### config.mk
export PLATFORM = sky130hd
export DESIGN_NAME = control_sequencer_flat
export DESIGN_NICKNAME = d
export VERILOG_FILES = /design/src/rtl/control_sequencer_if.sv /design/src/rtl/control_sequencer.sv /design/src/flat_wrapper.sv
export SDC_FILE = /design/constraint.sdc
export NUM_CORES = 1
export LEC_CHECK = 0
export CORE_ASPECT_RATIO = 1.2
export CORE_MARGIN = 3
export CORE_UTILIZATION = 30
export DETAILED_ROUTE_END_ITERATION = 10
export PLACE_DENSITY = 0.67
export SYNTH_ARGS = -nofsm -noshare
export SYNTH_HDL_FRONTEND = slang
export SYNTH_SLANG_ARGS = --single-unit
export TNS_END_PERCENT = 20
### constraint.sdc
create_clock -name clk -period 1.8 [get_ports clk]
set_input_delay 0.36 -clock clk [delete_from_list [all_inputs] [get_ports clk]]
set_output_delay 0.36 -clock clk [all_outputs]
set_load 0.02 [all_outputs]
### src/rtl/control_sequencer_if.sv
// Datapath control interface: the sequencer (master) produces every control,
// the datapath (slave) supplies the run level and the IR contents.
interface control_sequencer_if #(
  parameter int OPW  = 5,
  parameter int NREG = 16
);
  logic            run;
  logic [31:0]     ir;
  logic            PCout;
  logic            pc_increment;
  logic            MARin;
  logic            PCin;
  logic            read;
  logic            MDRin;
  logic            MDRout;
  logic            IRin;
  logic            RYin;
  logic            Zlowin;
  logic            Zhighin;
  logic            Zlowout;
  logic            Zhighout;
  logic            LOin;
  logic            HIin;
  logic [NREG-1:0] reg_in;
  logic [NREG-1:0] reg_out;
  logic [OPW-1:0]  op_code;
  logic [3:0]      state;
  logic            halted;
  logic            illegal;

  modport master (
    input  run, ir,
    output PCout, pc_increment, MARin, PCin, read, MDRin, MDRout, IRin, RYin,
    output Zlowin, Zhighin, Zlowout, Zhighout, LOin, HIin,
    output reg_in, reg_out, op_code, state, halted, illegal
  );

  modport slave (
    output run, ir,
    input  PCout, pc_increment, MARin, PCin, read, MDRin, MDRout, IRin, RYin,
    input  Zlowin, Zhighin, Zlowout, Zhighout, LOin, HIin,
    input  reg_in, reg_out, op_code, state, halted, illegal
  );
endinterface

### src/rtl/control_sequencer.sv
// Hardwired Moore control unit for the datapath: fetch (T0-T2) then
// decode/execute (T3-T6) for three-register ALU, mul/div and unary ops.
// Controls are a decode of the state register and the latched IR fields,
// except in T3, where the IR has only just loaded and is decoded live.
module control_sequencer #(
  parameter int OPW  = 5,
  parameter int NREG = 16
) (
  input  logic                clk,
  input  logic                clr,
  control_sequencer_if.master bus
);

  typedef enum logic [3:0] {
    S_IDLE = 4'b0000,
    S_T0   = 4'b0111,
    S_T1   = 4'b1000,
    S_T2   = 4'b1001,
    S_T3   = 4'b1010,
    S_T4   = 4'b1011,
    S_T5   = 4'b1100,
    S_T6   = 4'b1101,
    S_HALT = 4'b1110
  } state_t;

  typedef enum logic [2:0] {
    CL_ALU3 = 3'd0,
    CL_MD   = 3'd1,
    CL_UN   = 3'd2,
    CL_NOP  = 3'd3,
    CL_HLT  = 3'd4,
    CL_ILL  = 3'd5
  } cls_t;

  localparam logic [NREG-1:0] ONE_HOT_R0 = {{(NREG-1){1'b0}}, 1'b1};

  state_t         r_state;
  logic [OPW-1:0] r_opc;
  logic [3:0]     r_ra;
  logic [3:0]     r_rb;
  logic [3:0]     r_rc;
  cls_t           w_live_cls;
  cls_t           w_lat_cls;

  // Instruction class from the opcode; anything not listed is illegal.
  function automatic cls_t f_classify(input logic [OPW-1:0] opc);
    cls_t cls;
    if ((opc >= 5'b00011) && (opc <= 5'b01011)) begin
      cls = CL_ALU3;
    end else if ((opc == 5'b01111) || (opc == 5'b10000)) begin
      cls = CL_MD;
    end else if ((opc == 5'b10001) || (opc == 5'b10010)) begin
      cls = CL_UN;
    end else if (opc == 5'b11010) begin
      cls = CL_NOP;
    end else if (opc == 5'b11011) begin
      cls = CL_HLT;
    end else begin
      cls = CL_ILL;
    end
    return cls;
  endfunction

  // One-hot register select for a 4-bit register number.
  function automatic logic [NREG-1:0] f_onehot(input logic [3:0] idx);
    return ONE_HOT_R0 << idx;
  endfunction

  assign w_live_cls = f_classify(bus.ir[31:27]);
  assign w_lat_cls  = f_classify(r_opc);
  assign bus.state  = r_state;

  // State sequencing; IR fields are captured on the T3->T4 edge, when IR is valid.
  always_ff @(posedge clk or negedge clr) begin
    if (!clr) begin
      r_state <= S_IDLE;
      r_opc   <= {OPW{1'b0}};
      r_ra    <= 4'd0;
      r_rb    <= 4'd0;
      r_rc    <= 4'd0;
    end else begin
      case (r_state)
        S_IDLE:  r_state <= bus.run ? S_T0 : S_IDLE;
        S_T0:    r_state <= S_T1;
        S_T1:    r_state <= S_T2;
        S_T2:    r_state <= S_T3;
        S_T3: begin
          r_opc <= bus.ir[31:27];
          r_ra  <= bus.ir[26:23];
          r_rb  <= bus.ir[22:19];
          r_rc  <= bus.ir[18:15];
          case (w_live_cls)
            CL_ALU3, CL_MD, CL_UN: r_state <= S_T4;
            CL_HLT:                r_state <= S_HALT;
            default:               r_state <= S_IDLE;
          endcase
        end
        S_T4:    r_state <= S_T5;
        S_T5:    r_state <= (w_lat_cls == CL_MD) ? S_T6 : S_IDLE;
        S_T6:    r_state <= S_IDLE;
        S_HALT:  r_state <= S_HALT;
        default: r_state <= S_IDLE;
      endcase
    end
  end

  // Control decode: everything defaults low, each step raises only its own controls.
  always_comb begin
    bus.PCout        = 1'b0;
    bus.pc_increment = 1'b0;
    bus.MARin        = 1'b0;
    bus.PCin         = 1'b0;
    bus.read         = 1'b0;
    bus.MDRin        = 1'b0;
    bus.MDRout       = 1'b0;
    bus.IRin         = 1'b0;
    bus.RYin         = 1'b0;
    bus.Zlowin       = 1'b0;
    bus.Zhighin      = 1'b0;
    bus.Zlowout      = 1'b0;
    bus.Zhighout     = 1'b0;
    bus.LOin         = 1'b0;
    bus.HIin         = 1'b0;
    bus.reg_in       = {NREG{1'b0}};
    bus.reg_out      = {NREG{1'b0}};
    bus.op_code      = {OPW{1'b0}};
    bus.halted       = 1'b0;
    bus.illegal      = 1'b0;
    case (r_state)
      S_T0: begin
        bus.PCout        = 1'b1;
        bus.pc_increment = 1'b1;
        bus.MARin        = 1'b1;
        bus.Zlowin       = 1'b1;
        bus.Zhighin      = 1'b1;
      end
      S_T1: begin
        bus.Zlowout = 1'b1;
        bus.PCin    = 1'b1;
        bus.read    = 1'b1;
        bus.MDRin   = 1'b1;
      end
      S_T2: begin
        bus.MDRout = 1'b1;
        bus.IRin   = 1'b1;
      end
      S_T3: begin
        case (w_live_cls)
          CL_ALU3, CL_MD, CL_UN: begin
            bus.reg_out = f_onehot(bus.ir[22:19]);
            bus.RYin    = 1'b1;
          end
          CL_ILL:  bus.illegal = 1'b1;
          default: bus.RYin    = 1'b0;
        endcase
      end
      S_T4: begin
        bus.reg_out = f_onehot((w_lat_cls == CL_UN) ? r_rb : r_rc);
        bus.op_code = r_opc;
        bus.Zlowin  = 1'b1;
        bus.Zhighin = 1'b1;
      end
      S_T5: begin
        bus.Zlowout = 1'b1;
        if (w_lat_cls == CL_MD) begin
          bus.LOin = 1'b1;
        end else begin
          bus.reg_in = f_onehot(r_ra);
        end
      end
      S_T6: begin
        bus.Zhighout = 1'b1;
        bus.HIin     = 1'b1;
      end
      S_HALT:  bus.halted = 1'b1;
      default: bus.halted = 1'b0;
    endcase
  end

endmodule

### src/flat_wrapper.sv
// flat-port wrapper written by rule: the top's interface ports become plain ports
module control_sequencer_flat 
#(
  parameter int OPW  = 5,
  parameter int NREG = 16
)
  (clk, clr, bus_run, bus_ir, bus_PCout, bus_pc_increment, bus_MARin, bus_PCin, bus_read, bus_MDRin, bus_MDRout, bus_IRin, bus_RYin, bus_Zlowin, bus_Zhighin, bus_Zlowout, bus_Zhighout, bus_LOin, bus_HIin, bus_reg_in, bus_reg_out, bus_op_code, bus_state, bus_halted, bus_illegal);
  control_sequencer_if #(.OPW(OPW), .NREG(NREG)) bus_i ();
  input  logic clk;
  input  logic clr;
  input wire logic [$bits(bus_i.run)-1:0] bus_run;
  input wire logic [$bits(bus_i.ir)-1:0] bus_ir;
  output wire logic [$bits(bus_i.PCout)-1:0] bus_PCout;
  output wire logic [$bits(bus_i.pc_increment)-1:0] bus_pc_increment;
  output wire logic [$bits(bus_i.MARin)-1:0] bus_MARin;
  output wire logic [$bits(bus_i.PCin)-1:0] bus_PCin;
  output wire logic [$bits(bus_i.read)-1:0] bus_read;
  output wire logic [$bits(bus_i.MDRin)-1:0] bus_MDRin;
  output wire logic [$bits(bus_i.MDRout)-1:0] bus_MDRout;
  output wire logic [$bits(bus_i.IRin)-1:0] bus_IRin;
  output wire logic [$bits(bus_i.RYin)-1:0] bus_RYin;
  output wire logic [$bits(bus_i.Zlowin)-1:0] bus_Zlowin;
  output wire logic [$bits(bus_i.Zhighin)-1:0] bus_Zhighin;
  output wire logic [$bits(bus_i.Zlowout)-1:0] bus_Zlowout;
  output wire logic [$bits(bus_i.Zhighout)-1:0] bus_Zhighout;
  output wire logic [$bits(bus_i.LOin)-1:0] bus_LOin;
  output wire logic [$bits(bus_i.HIin)-1:0] bus_HIin;
  output wire logic [$bits(bus_i.reg_in)-1:0] bus_reg_in;
  output wire logic [$bits(bus_i.reg_out)-1:0] bus_reg_out;
  output wire logic [$bits(bus_i.op_code)-1:0] bus_op_code;
  output wire logic [$bits(bus_i.state)-1:0] bus_state;
  output wire logic [$bits(bus_i.halted)-1:0] bus_halted;
  output wire logic [$bits(bus_i.illegal)-1:0] bus_illegal;
  assign bus_i.run = bus_run;
  assign bus_i.ir = bus_ir;
  assign bus_PCout = bus_i.PCout;
  assign bus_pc_increment = bus_i.pc_increment;
  assign bus_MARin = bus_i.MARin;
  assign bus_PCin = bus_i.PCin;
  assign bus_read = bus_i.read;
  assign bus_MDRin = bus_i.MDRin;
  assign bus_MDRout = bus_i.MDRout;
  assign bus_IRin = bus_i.IRin;
  assign bus_RYin = bus_i.RYin;
  assign bus_Zlowin = bus_i.Zlowin;
  assign bus_Zhighin = bus_i.Zhighin;
  assign bus_Zlowout = bus_i.Zlowout;
  assign bus_Zhighout = bus_i.Zhighout;
  assign bus_LOin = bus_i.LOin;
  assign bus_HIin = bus_i.HIin;
  assign bus_reg_in = bus_i.reg_in;
  assign bus_reg_out = bus_i.reg_out;
  assign bus_op_code = bus_i.op_code;
  assign bus_state = bus_i.state;
  assign bus_halted = bus_i.halted;
  assign bus_illegal = bus_i.illegal;
  control_sequencer #(.OPW(OPW), .NREG(NREG)) u_core (.clk(clk), .clr(clr), .bus(bus_i));
endmodule
==> out/qor.csv <==
stage,metric,value,unit
pwr,p_switching,1.624,mW
floorplanning,ios,93,
place,place_area,3172,um^2
cts,clockRootBuffer,clkbuf_8,
global_route,grt_overflow,0,
floorplanning,core,5370,um^2
timing,hold_ws,0.4287,ns
yosys,yosys-mux-area-fraction,0.006642,
timing,drv_slew,0,
floorplanning,rows,29,
yosys,yosysWarnings,0,
global_route,track_usage,0.2019,
place,hpwlAfterDp,4.768,mm
cts,htree_num_levels,1,
critical_path,worst_setup_path_start_kind,register,
layout,postLayoutCellArea,3607,um^2
route,num_vias,2267,
yosys,synth_edf_count,0,
route,drt_first_iter_violations,87,
critical_path,path_max_fanout,7,
layout,fin_nets,403,
floorplanning,floorplan.initialDensity,0.3157,
layout,layout_common_cells,"85 x buf_4, 50 x nand2_1, 24 x buf_6, 15 x clkdlybuf4s50_1, 15 x dfrtp_1",
flow_run,drv_cap,0,
cts,cts_made_buffers,3,
layout,drive_gt1_frac,0.5749,
critical_path,endpoint_kind,output port,
pwr,powerDensity,983.7,nW/um^2
place,dp_cells,417,
pwr,pwr-share-seq,0.273,
yosys,syn-num-nets,266,
timing,worstMarginPinSlew,0.3776,ns
route,via_per_inst,5.284,
pwr,ir_worst_vdd,0.0005765,V
route,drt-wirelength-per-cell,15.52,um
layout,n_fill_cell,456,
global_route,antenna_found_initial,0,
route,ant_nets,0,
timing,worst_slack,-0.5775,ns
place,gp_congestion,0.8165,
yosys,syn-cell-area,1695,um^2
route,routed_wl,6.658,mm
route,first_pass_iters,4,
floorplanning,die_area,6593,um^2
yosys,synth_cell_types,41,
yosys,synthAdderAreaFrac,0,
floorplanning,chipWidth,74.63,um
yosys,synthSimpleGateAreaFrac,0.3646,
yosys,synth_top_family_by_area,simple AND/OR/NAND/NOR gates,
cts,clk_pin_slew,0.08,ns
timing,rsz0062_at_grt,true,
timing,max-slew-margin-rel,0.7467,
outcome,status,"finished, violations left",
timing,period_needed,2.378,ns
cts,worstSkewPairLatency,0.27,ns
yosys,avgSynthCellArea,7.339,um^2
global_route,grt_pass1_vias,2331,
timing,fmax,0.4206,GHz
yosys,synth.yosys.seq_area_share,0.3100,
outcome,failed_checks,negative setup slack,
critical_path,arrival,2.02,ns
layout,area.growth.synth_to_final,112.8,%
timing,setup_viol,41,
cts,clockBufferDepth,2,
pwr,leakagePower,1.585,nW
place,portBuffers,77,
timing,min_period_over_period,1.321,
worst_hold_path,hold_class,in2async,
cts,cts_tree,done,
pwr,p_comb_frac,0.634,
cts,cts_hold_buffers,0,
route,drc_errors,0,
layout,layout.cells.non_filler,429,
layout,final_common_cell,buf_4,
yosys,async_flop_share,1.000,
cts,cts.sinks,21,
pwr,p_int,1.924,mW
timing,finalClockSkew,0.004832,ns
floorplanning,fp.dieH,88.35,um
critical_path,critPathKind,reg2out,
yosys,synth-xor-area-share,0.01033,
critical_path,crit_required,1.44,ns
yosys,synth-seq-cells,21,
global_route,grt_first_pass_wirelength,10.56,mm
pwr,swShare,0.4577,
yosys,synth_compound_area_frac,0.2118,
pwr,p_clk_frac,0.093,
global_route,grt_max_degree,22,
yosys,synthFlopType,dfrtp_1,
layout,antenna_cells,0,
yosys,synthCells,231,
timing,hold_viol_final,0,
Yosys cell counts (2+ instances only):
library cell   n  area [um^2]
buf_6          3        33.78
clkbuf_1       4        15.01
a2111oi_0      3        26.28
a21oi_1        9        45.04
nand2_1       52        195.2
nor3b_1        2        15.01
nor4_1         5        31.28
o21ai_0        6        30.03
dfrtp_1       21        525.5
a41oi_1        3        26.28
a211oi_1       4        30.03
nor3_1        13        65.06
nor4b_1        2        17.52
a31oi_1        5        31.28
nand4_1        2        12.51
buf_1          2        7.510
inv_1          8        30.03
o311ai_0       2        17.52
nand2b_1      10        62.56
nor2_1        21        78.83
nand3_1        2        10.01
nand4b_1       4        35.03
buf_2          2        10.01
o32ai_1        5        43.79
o22ai_1       12        75.07
or2_2          2        12.51
and2_1         5        31.28
buf_4          9        67.56
final timing paths:
kind / start / end / slack (ns) / cells past startpoint
max in group asynchronous: clr / u_core.bus.state[1] / 1.13 / 2
max: u_core.r_opc[3] / bus_reg_out[3] / -0.58 / 6
min in group clk: bus_ir[28] / u_core.r_opc[1] / 0.56 / 3
max reg2reg: u_core.r_opc[3] / u_core.bus.state[0] / 0.10 / 6
min reg2reg: u_core.r_ra[1] / u_core.r_ra[1] / 0.61 / 3
min: clr / u_core.r_rc[2] / 0.43 / 2
state kept, by name, indices dropped and copies added, names as in the netlist:
| signal | count |
|---|---|
| u_core.bus.state | 4 |
| u_core.r_opc | 5 |
| u_core.r_rc | 4 |
| u_core.r_ra | 4 |
| u_core.r_rb | 4 |
worst max-delay path, stage by stage, from the launching register on:
cell	delay, ns
dfrtp_1	0.38
or3b_4	0.44
buf_8	0.18
nor4_4	0.29
a41oi_4	0.11
o22ai_2	0.20
buf_6	0.14
layer usage:
layer	vias to the layer above	GRT usage	wire, um
li1	1097	-	-
met1	1095	0.2251	2567
met2	66	0.3997	3742
met3	9	0.01818	253
met4	0	0.05016	95
met5	-	0	0
power by group through the flow:
stage	Combinational [mW]	Sequential (mW)	Clock, mW
CTS	2.13	0.945	0.331
floorplan	0.947	0.898	0
global placement	1.70	0.885	0
finish	2.25	0.968	0.331
detailed placement	1.74	0.896	0
global route	2.41	0.999	0.353
area by class of cell:
type / count / area, um^2 / share of cell area
clock inverters: 1 / 7.507 / 0.002081
repair buffers: 152 / 1277 / 0.3541
multi-input cells: 182 / 1640 / 0.4547
well taps: 62 / 77.57 / 0.02151
inverters: 8 / 30.03 / 0.008325
clock buffers: 3 / 41.29 / 0.01145
flip-flops and latches: 21 / 533.0 / 0.1478
cells by family (layout without fill, tap and decap cells):
family,after synthesis,count (layout)
AO/OA/AOI/OAI,53,53
XOR/XNOR,2,2
buffers and inverters,28,164
flip-flops,21,21
multiplexers,1,1
AND/OR/NAND/NOR,126,126
metrics by stage:
stage                     TNS (ns)    util  setup WS [ns]  power, mW
final                       -18.46  0.6717        -0.5775      3.548
after global routing        -21.63  0.6717        -0.6530      3.763
after detailed placement    -33.47  0.5906         -1.128      2.638
after CTS                   -18.43  0.6563        -0.5729      3.410
after global placement      -32.27  0.5906         -1.058      2.588
after floorplan             -4.896       -        -0.1852      1.846
repair_timing:
item,4_1_cts,5_1_grt
gates cloned,0,0
endpoints found under the hold margin,0,0
setup endpoints to repair,56,56
setup buffers,6,2
pin swaps,26,6
gates resized for setup,310,28
Power figures use the tool's default switching activity.
